File: src/rtl/pipeline_ctrl_pkg.sv
// pipe_ctrl_pkg: shared state type and constants for the pipeline stall/flush controller
package pipe_ctrl_pkg;
  typedef enum logic {IDLE, MD_WAIT} state_t;
  localparam logic [4:0] REG_ZERO = 5'd0;
  localparam logic [31:0] NOP = 32'h0;
endpackage

File: src/rtl/pipeline_ctrl_if.sv
// pipeline_ctrl_if: hazard inputs, multdiv handshake and latch controls of the pipeline controller
interface pipeline_ctrl_if #(parameter int CNT_W = 16);
  import pipe_ctrl_pkg::*;
  logic [4:0] fd_rs, fd_rt, dx_rd;
  logic fd_uses_rs, fd_uses_rt, dx_is_load, dx_is_multdiv, branch_taken;
  logic md_ready, md_exception, md_start, md_busy, md_timeout;
  logic pc_wren, fd_wren, dx_wren, xm_wren, mw_wren;
  logic fd_flush, dx_flush, xm_flush;
  logic [CNT_W-1:0] stall_count;
  modport master (
    input fd_rs, fd_rt, dx_rd, fd_uses_rs, fd_uses_rt, dx_is_load, dx_is_multdiv, branch_taken,
    input md_ready, md_exception,
    output md_start, md_busy, md_timeout, pc_wren, fd_wren, dx_wren, xm_wren, mw_wren,
    output fd_flush, dx_flush, xm_flush, stall_count
  );
  modport slave (
    output fd_rs, fd_rt, dx_rd, fd_uses_rs, fd_uses_rt, dx_is_load, dx_is_multdiv, branch_taken,
    output md_ready, md_exception,
    input md_start, md_busy, md_timeout, pc_wren, fd_wren, dx_wren, xm_wren, mw_wren,
    input fd_flush, dx_flush, xm_flush, stall_count
  );
endinterface

File: src/rtl/pipeline_ctrl_hazard_detect.sv
// hazard_detect: load-use comparator between the FD reader and a load sitting in DX
module hazard_detect
  import pipe_ctrl_pkg::*;
(
  input  logic [4:0] fd_rs,
  input  logic [4:0] fd_rt,
  input  logic [4:0] dx_rd,
  input  logic       fd_uses_rs,
  input  logic       fd_uses_rt,
  input  logic       dx_is_load,
  output logic       load_use
);
  assign load_use = dx_is_load && dx_rd != REG_ZERO &&
                    ((fd_uses_rs && fd_rs == dx_rd) || (fd_uses_rt && fd_rt == dx_rd));
endmodule

File: src/rtl/pipeline_ctrl.sv
// pipeline_ctrl: stall/flush sequencer for load-use, taken branch and multdiv occupancy of execute
module pipeline_ctrl
  import pipe_ctrl_pkg::*;
#(
  parameter int MD_TIMEOUT = 64,
  parameter int CNT_W      = 16
) (
  input logic            clock,
  input logic            reset,
  pipeline_ctrl_if.master bus
);
  localparam int MW = $clog2(MD_TIMEOUT);
  state_t state, next;
  logic [MW-1:0] md_cycles;
  logic [CNT_W-1:0] count;
  logic load_use, last, rel, idle, md, hold, lu, br;
  hazard_detect u_hazard (
    .fd_rs(bus.fd_rs), .fd_rt(bus.fd_rt), .dx_rd(bus.dx_rd),
    .fd_uses_rs(bus.fd_uses_rs), .fd_uses_rt(bus.fd_uses_rt),
    .dx_is_load(bus.dx_is_load), .load_use(load_use)
  );
  always_ff @(posedge clock) begin
    if (!reset) begin
      state     <= IDLE;
      md_cycles <= '0;
      count     <= '0;
    end else begin
      state     <= next;
      md_cycles <= state == IDLE ? '0 : md_cycles + MW'(1);
      if (!bus.pc_wren && ~&count) count <= count + CNT_W'(1);
    end
  end
  assign last = md_cycles == MW'(MD_TIMEOUT - 1);
  assign rel  = bus.md_ready || last;
  always_comb next = state == IDLE ? (bus.dx_is_multdiv ? MD_WAIT : IDLE) : (rel ? IDLE : MD_WAIT);
  // hold freezes PC/FD/DX and bubbles XM while execute is owned by multdiv
  always_comb begin
    idle           = state == IDLE;
    md             = idle && bus.dx_is_multdiv;
    hold           = md || (!idle && !rel);
    br             = idle && !bus.dx_is_multdiv && bus.branch_taken;
    lu             = idle && !bus.dx_is_multdiv && !bus.branch_taken && load_use;
    bus.md_start   = reset && md;
    bus.md_busy    = reset && !idle;
    bus.md_timeout = reset && !idle && last && !bus.md_ready;
    bus.pc_wren    = !reset || !(hold || lu);
    bus.fd_wren    = !reset || !(hold || lu);
    bus.dx_wren    = !reset || !hold;
    bus.xm_wren    = 1'b1;
    bus.mw_wren    = 1'b1;
    bus.fd_flush   = reset && br;
    bus.dx_flush   = reset && (br || lu);
    bus.xm_flush   = reset && hold;
  end
  assign bus.stall_count = count;
endmodule

File: src/flat_wrapper.sv
// flat-port wrapper written by rule: the top's interface ports become plain ports
module pipeline_ctrl_flat import pipe_ctrl_pkg::*;
#(
  parameter int MD_TIMEOUT = 64,
  parameter int CNT_W      = 16
)
  (clock, reset, bus_fd_rs, bus_fd_rt, bus_dx_rd, bus_fd_uses_rs, bus_fd_uses_rt, bus_dx_is_load, bus_dx_is_multdiv, bus_branch_taken, bus_md_ready, bus_md_exception, bus_md_start, bus_md_busy, bus_md_timeout, bus_pc_wren, bus_fd_wren, bus_dx_wren, bus_xm_wren, bus_mw_wren, bus_fd_flush, bus_dx_flush, bus_xm_flush, bus_stall_count);
  pipeline_ctrl_if #(.CNT_W(CNT_W)) bus_i ();
  input logic clock;
  input logic reset;
  input wire logic [$bits(bus_i.fd_rs)-1:0] bus_fd_rs;
  input wire logic [$bits(bus_i.fd_rt)-1:0] bus_fd_rt;
  input wire logic [$bits(bus_i.dx_rd)-1:0] bus_dx_rd;
  input wire logic [$bits(bus_i.fd_uses_rs)-1:0] bus_fd_uses_rs;
  input wire logic [$bits(bus_i.fd_uses_rt)-1:0] bus_fd_uses_rt;
  input wire logic [$bits(bus_i.dx_is_load)-1:0] bus_dx_is_load;
  input wire logic [$bits(bus_i.dx_is_multdiv)-1:0] bus_dx_is_multdiv;
  input wire logic [$bits(bus_i.branch_taken)-1:0] bus_branch_taken;
  input wire logic [$bits(bus_i.md_ready)-1:0] bus_md_ready;
  input wire logic [$bits(bus_i.md_exception)-1:0] bus_md_exception;
  output wire logic [$bits(bus_i.md_start)-1:0] bus_md_start;
  output wire logic [$bits(bus_i.md_busy)-1:0] bus_md_busy;
  output wire logic [$bits(bus_i.md_timeout)-1:0] bus_md_timeout;
  output wire logic [$bits(bus_i.pc_wren)-1:0] bus_pc_wren;
  output wire logic [$bits(bus_i.fd_wren)-1:0] bus_fd_wren;
  output wire logic [$bits(bus_i.dx_wren)-1:0] bus_dx_wren;
  output wire logic [$bits(bus_i.xm_wren)-1:0] bus_xm_wren;
  output wire logic [$bits(bus_i.mw_wren)-1:0] bus_mw_wren;
  output wire logic [$bits(bus_i.fd_flush)-1:0] bus_fd_flush;
  output wire logic [$bits(bus_i.dx_flush)-1:0] bus_dx_flush;
  output wire logic [$bits(bus_i.xm_flush)-1:0] bus_xm_flush;
  output wire logic [$bits(bus_i.stall_count)-1:0] bus_stall_count;
  assign bus_i.fd_rs = bus_fd_rs;
  assign bus_i.fd_rt = bus_fd_rt;
  assign bus_i.dx_rd = bus_dx_rd;
  assign bus_i.fd_uses_rs = bus_fd_uses_rs;
  assign bus_i.fd_uses_rt = bus_fd_uses_rt;
  assign bus_i.dx_is_load = bus_dx_is_load;
  assign bus_i.dx_is_multdiv = bus_dx_is_multdiv;
  assign bus_i.branch_taken = bus_branch_taken;
  assign bus_i.md_ready = bus_md_ready;
  assign bus_i.md_exception = bus_md_exception;
  assign bus_md_start = bus_i.md_start;
  assign bus_md_busy = bus_i.md_busy;
  assign bus_md_timeout = bus_i.md_timeout;
  assign bus_pc_wren = bus_i.pc_wren;
  assign bus_fd_wren = bus_i.fd_wren;
  assign bus_dx_wren = bus_i.dx_wren;
  assign bus_xm_wren = bus_i.xm_wren;
  assign bus_mw_wren = bus_i.mw_wren;
  assign bus_fd_flush = bus_i.fd_flush;
  assign bus_dx_flush = bus_i.dx_flush;
  assign bus_xm_flush = bus_i.xm_flush;
  assign bus_stall_count = bus_i.stall_count;
  pipeline_ctrl #(.MD_TIMEOUT(MD_TIMEOUT), .CNT_W(CNT_W)) u_core (.clock(clock), .reset(reset), .bus(bus_i));
endmodule
File: config.mk
export PLATFORM = sky130hd
export DESIGN_NAME = pipeline_ctrl_flat
export DESIGN_NICKNAME = d
export VERILOG_FILES = /design/src/rtl/pipeline_ctrl_pkg.sv /design/src/rtl/pipeline_ctrl_if.sv /design/src/rtl/pipeline_ctrl_hazard_detect.sv /design/src/rtl/pipeline_ctrl.sv /design/src/flat_wrapper.sv
export SDC_FILE = /design/constraint.sdc
export NUM_CORES = 1
export LEC_CHECK = 0
export ABC_AREA = 1
export CORE_AREA = 2 2 65 61
export CTS_BUF_LIST = sky130_fd_sc_hd__clkbuf_8
export CTS_CLUSTER_SIZE = 40
export DETAILED_ROUTE_END_ITERATION = 8
export DIE_AREA = 0 0 67 63
export PLACE_DENSITY_LB_ADDON = 0.15
export SLEW_MARGIN = 20
export SYNTH_ARGS = -nofsm -noshare
export SYNTH_HDL_FRONTEND = slang
export SYNTH_SLANG_ARGS = --single-unit
File: constraint.sdc
create_clock -name clock -period 2.59 [get_ports clock]
set_clock_uncertainty 0.1 [all_clocks]
set_input_delay 0.777 -clock clock [delete_from_list [all_inputs] [get_ports clock]]
set_output_delay 0.777 -clock clock [all_outputs]
set_load 0.005 [all_outputs]
# Word level (Yosys, flattened, before mapping)
# Index checks and enable logic that the tools add are counted.
# W data, S select, Z words.
dict set report totals {
  out_inout_bits 27
  regBits 23
  elab_cells 49
  in_bits 24
}
dict set report op_classes {
  n_bitwise 1
  n_addsub 2
  eq_ne 3
  muxes 3
  reduce_logical 37
}
# operator n
set op_table {}
lappend op_table {{$logic_and A1 B1 Y1} 18}
lappend op_table {{$add A16 B1 Y16 const B} 1}
lappend op_table {{$reduce_and A16 Y1} 1}
lappend op_table {{$eq A5 B5 Y1} 2}
lappend op_table {{$logic_not A1 Y1} 9}
lappend op_table {{$logic_or A1 B1 Y1} 7}
lappend op_table {{$add A6 B1 Y6 const B} 1}
lappend op_table {{$eq A6 B6 Y1 const B} 1}
lappend op_table {{$reduce_bool A5 Y1} 1}
lappend op_table {{$mux W1} 3}
lappend op_table {{$reduce_and A2 Y1} 1}
lappend op_table {{$not A1 Y1} 1}

# Logic depth before layout (Yosys ltp)
dict set report depth {
  word_depth 10
  ltp_mapped 12
  ltp_nobuf 12
}

# By module
# From an unflattened synthesis, not the netlist that was laid out.
dict set report unflattened {
  cells_unflattened 255
  hier_area_um2 1620.3
}
# mod instances area_per_inst_um2 seq_area_each_um2 cells_per_inst
set by_module_without_submodules {}
lappend by_module_without_submodules {pipeline_ctrl 1 1403.8 460.4 200}
lappend by_module_without_submodules {hazard_detect 1 216.5 0.0 55}

# Least setup slack after synthesis
# No wires, ideal clock.
dict set report synth_path {
  path_kind {input to output}
  startpoint {in reset}
  endpoint {out bus_pc_wren}
  required_ns 1.713
  cell_stages 8
  setup_slack_ns -0.051
  path_buffers 3
  t_arrival_ns 1.764
  path_cell_list {buf_6 -> nand2_2 -> inv_1 -> a31oi_4 -> nand2_4 -> buf_6 -> inv_1 -> buf_4}
}
dict set report synth_via {
  elab_chain_cells 2
}
# item line_no
set synth_lines {}
lappend synth_lines {{start, declared} flat_wrapper.sv:10} ;# input logic reset;
lappend synth_lines {{$logic_not A1 Y1} -}
lappend synth_lines {{$logic_or A1 B1 Y1} -}
lappend synth_lines {{end, declared} flat_wrapper.sv:24} ;# output wire logic [$bits(bus_i.pc_wren)-1:0] bus_pc_wren;
# No other way between the ends.

# Worst setup path in the final report
dict set report layout_path {
  startpoint {in reset}
  endpoint {out bus_pc_wren}
}
dict set report layout_via {
  elab_chain_cells 2
}
# item line_no
set layout_lines {}
lappend layout_lines {{$logic_not A1 Y1} -}
lappend layout_lines {{$logic_or A1 B1 Y1} pipeline_ctrl.sv:46} ;# bus.pc_wren = !reset || !(hold || lu);
# No other way between the ends.

==> results_dict.tcl <==
set metrics [dict create \
    grt.met2_usage 0.2995 \
    ys_warn_count 0 \
    powerDensity_nw_per_um2 371.4 \
    path_cells "buf_4 > inv_2 > nor3_4 > buf_6 > a31oi_4 > buf_6 > nand2_4 > inv_2 > buf_2" \
    worst-r2r-setup-slack_ps 690 \
    rows 21 \
    cap_violations 0 \
    gp_congestion 0.7888 \
    whs_ps 407.7 \
    grt_usage 0.1777 \
    drv_slew 0 \
    cts_tree "built" \
    ios 51 \
    antenna_left 0 \
    cp_num_cells 9 \
    slowest_stage "a31oi_4" \
    worstHoldPathType "flop to flop" \
    yosysUniqueCellTypes 28 \
    path_class "primary input to output port" \
    syn_inst 250 \
    r2r-start "u_core.md_cycles[0]$_SDFF_PN0_" \
    cts_made_buffers 3 \
    syn_area_sq_um 1617 \
    busiest_layer "met2" \
    outcome "finished, final reports clean" \
    routed_via_density 4.660 \
    seq_area_frac_synth 0.2848 \
    peakVddDrop_uv 218.7 \
    dpl.hpwl_microns 2671 \
    post-route-drc-count 0 \
    startpoint_type "primary input" \
    dr.pass1.iters 4 \
    cts.sinks 23 \
    p_int_uw 564.3 \
    p_seq_frac 0.491 \
    p_comb_frac 0.227 \
    clock_latency_ps 260 \
    grt_pass1_wl_microns 6037 \
    core_sq_um 3573 \
    grtUsageMet1 0.2366 \
    hold_viol_final 0 \
    wl_per_cell_microns 10.19 \
    period_minus_slack_ps 2550 \
    seqCellArea_sq_um 460.4 \
    clkPwrFrac 0.282 \
    timing.rr.end "u_core.bus.stall_count[13]$_SDFFE_PN0P_" \
    arrival_ps 1670 \
    pre_cts_ws_ps -741.4 \
    final.period_utilization 0.9845 \
    grt_pass1_vias 1409 \
    slowest_delay_ps 160 \
    ys_ff_latch 23 \
    setup-violations-final 0 \
    crit_buf_inv 6 \
    die_w_microns 67 \
    grt_overflow 0 \
    htreeDepth 1 \
    yosysTopAreaCellShare 0.2848 \
    switchingPower_uw 220.6 \
    met3_usage 0.03243 \
    drive_above_1_share 0.2171 \
    leakagePower_uw 0.001029 \
    endpoint_kind "output port" \
    syn_area_per_cell_sq_um 6.466 \
    fin_nets 331 \
    clockBufferDepth 2 \
    via_count 1631 \
    crit_family "buffers and inverters" \
    fin_setup_tns_ps 0 \
    dieArea_sq_um 4221 \
    cp.required_ps 1710 \
    root_buffer "clkbuf_8" \
    diodes 0 \
    numPortBuffers 47 \
    ff2ff_path_depth 11 \
    synth.largest_area_cell "dfxtp_1" \
    start_util 0.4524 \
    area_growth_pct 30.73 \
    p_sw_frac 0.2810 \
    multi_input_area_sq_um 965.9 \
    synth_top_cells_by_area "dfxtp_1 28%, nand2_1 15%, nor2_1 10%, inv_1 6.7%, nand3_1 5.6%" \
    max_freq_ghz 0.3922 \
    drt_wl_total_microns 3567 \
    grt_antenna_before_repair 0 \
    startpoint "reset" \
    power_uw 784.9 \
    die_h_microns 63 \
    drt-initial-drc-count 91 \
    cp_max_fo 3 \
    cp-endpoint "bus_pc_wren" \
    grt_max_degree 32 \
    setup_ws_ps 40.17 \
    clkTransAtPathRegs_ps 80 \
    fillers 370 \
]
==> state kept, by name (all words and copies together), names as in the netlist <==
signal / count
u_core.state: 1
u_core.md_cycles: 6
u_core.bus.stall_count: 16
==> cells by family after synthesis <==
family | Yosys count | synth area share
and+or+nand+nor | 154 | 0.4427
buffers and inverters | 41 | 0.1362
AOI/OAI and AO/OA | 23 | 0.08592
DFF | 23 | 0.2848
xor gates and xnor gates | 6 | 0.03251
adders and majority gates | 2 | 0.01548
other | 1 | 0.002320
==> power by group through the flow <==
stage               Sequential (uW)  Combinational (uW)  Clock (uW)
CTS                             385                 180         228
finish                          385                 179         221
global route                    388                 202         246
floorplan                       391                 106           0
global placement                393                 186           0
detailed placement              393                 188           0
==> how the worst min path moves through the flow <==
stage	startpoint	end	slack [ps]	cells past startpoint
after floorplan	u_core.md_cycles[0]$_SDFF_PN0_	u_core.md_cycles[0]$_SDFF_PN0_	320	1
after global placement	u_core.md_cycles[3]$_SDFF_PN0_	u_core.md_cycles[3]$_SDFF_PN0_	370	2
after detailed placement	u_core.md_cycles[3]$_SDFF_PN0_	u_core.md_cycles[3]$_SDFF_PN0_	380	2
after CTS	u_core.md_cycles[3]$_SDFF_PN0_	u_core.md_cycles[3]$_SDFF_PN0_	400	2
after global routing	u_core.md_cycles[0]$_SDFF_PN0_	u_core.md_cycles[0]$_SDFF_PN0_	450	2
final	u_core.md_cycles[4]$_SDFF_PN0_	u_core.md_cycles[4]$_SDFF_PN0_	410	2
==> cell usage in the layout (no fill, tap or decap), types with 3 or more instances in the layout <==
cell type and instances:
nand3b_1 4, xnor2_1 4, dlygate4sd2_1 9, buf_4 11
nor2_2 3, buf_2 8, nand2_4 3, clkdlybuf4s50_1 17
nand2_1 64, inv_1 22, nand3_1 17, dfxtp_1 23
nor2_1 43, clkbuf_2 9, nand3_2 5, o21ai_0 4
inv_2 10, clkbuf_8 3, nand2_2 3, a21oi_1 16
nor3_1 6
==> metal layers <==
layer | routed length (microns) | up-vias
met5 | 0 | -
met4 | 18 | 0
met3 | 218 | 2
met2 | 1603 | 36
met1 | 1727 | 710
li1 | - | 883
==> cell usage after synthesis <==
| cell | count |
|---|---|
| nor2_2 | 2 |
| nor3_2 | 1 |
| nor2_4 | 1 |
| nor2_8 | 1 |
| nand2_2 | 2 |
| a31oi_4 | 1 |
| inv_4 | 1 |
| ha_1 | 2 |
| buf_4 | 3 |
| nor3_1 | 8 |
| dfxtp_1 | 23 |
| nor2_1 | 44 |
| nand4_1 | 1 |
| nand3b_1 | 4 |
| nand3_2 | 4 |
| nand3_1 | 18 |
| nand2_4 | 3 |
| xor2_1 | 2 |
| conb_1 | 1 |
| a21oi_1 | 16 |
| buf_6 | 4 |
| buf_8 | 2 |
| o21ai_0 | 4 |
| inv_1 | 29 |
| inv_2 | 2 |
| xnor2_1 | 4 |
| a21oi_2 | 2 |
| nand2_1 | 65 |
==> per-stage QoR <==
step           cells  instance area, sq um    util
6_report         350                  2113  0.5914
2_1_floorplan    251                  1620       -
5_1_grt          350                  2113  0.5914
3_3_place_gp     343                  2111  0.5907
4_1_cts          349                  2141  0.5991
3_5_place_dp     343                  2111  0.5907
==> tightest hold or removal path, cell delays in order, from the launching register on <==
cell and delay [ps]:
dfxtp_1 300, inv_1 90, a21oi_1 70
==> final cells by class <==
type,count,share of cell area
Timing Repair Buffer,58,0.2185
Clock inverter,1,0.001776
Sequential cell,23,0.2179
Tap cell,46,0.02724
Inverter,32,0.05802
Multi-Input combinational cell,187,0.4571
Clock buffer,3,0.01954
==> what timing repair did <==
| item | CTS | global route |
|---|---|---|
| pin swaps | 18 | 15 |
| resized for setup | 70 | 26 |
| endpoints found under the setup margin | 9 | 5 |
| hold buffers | 0 | 0 |
| setup buffers | 3 | 1 |
Power figures use the tool's default switching activity.
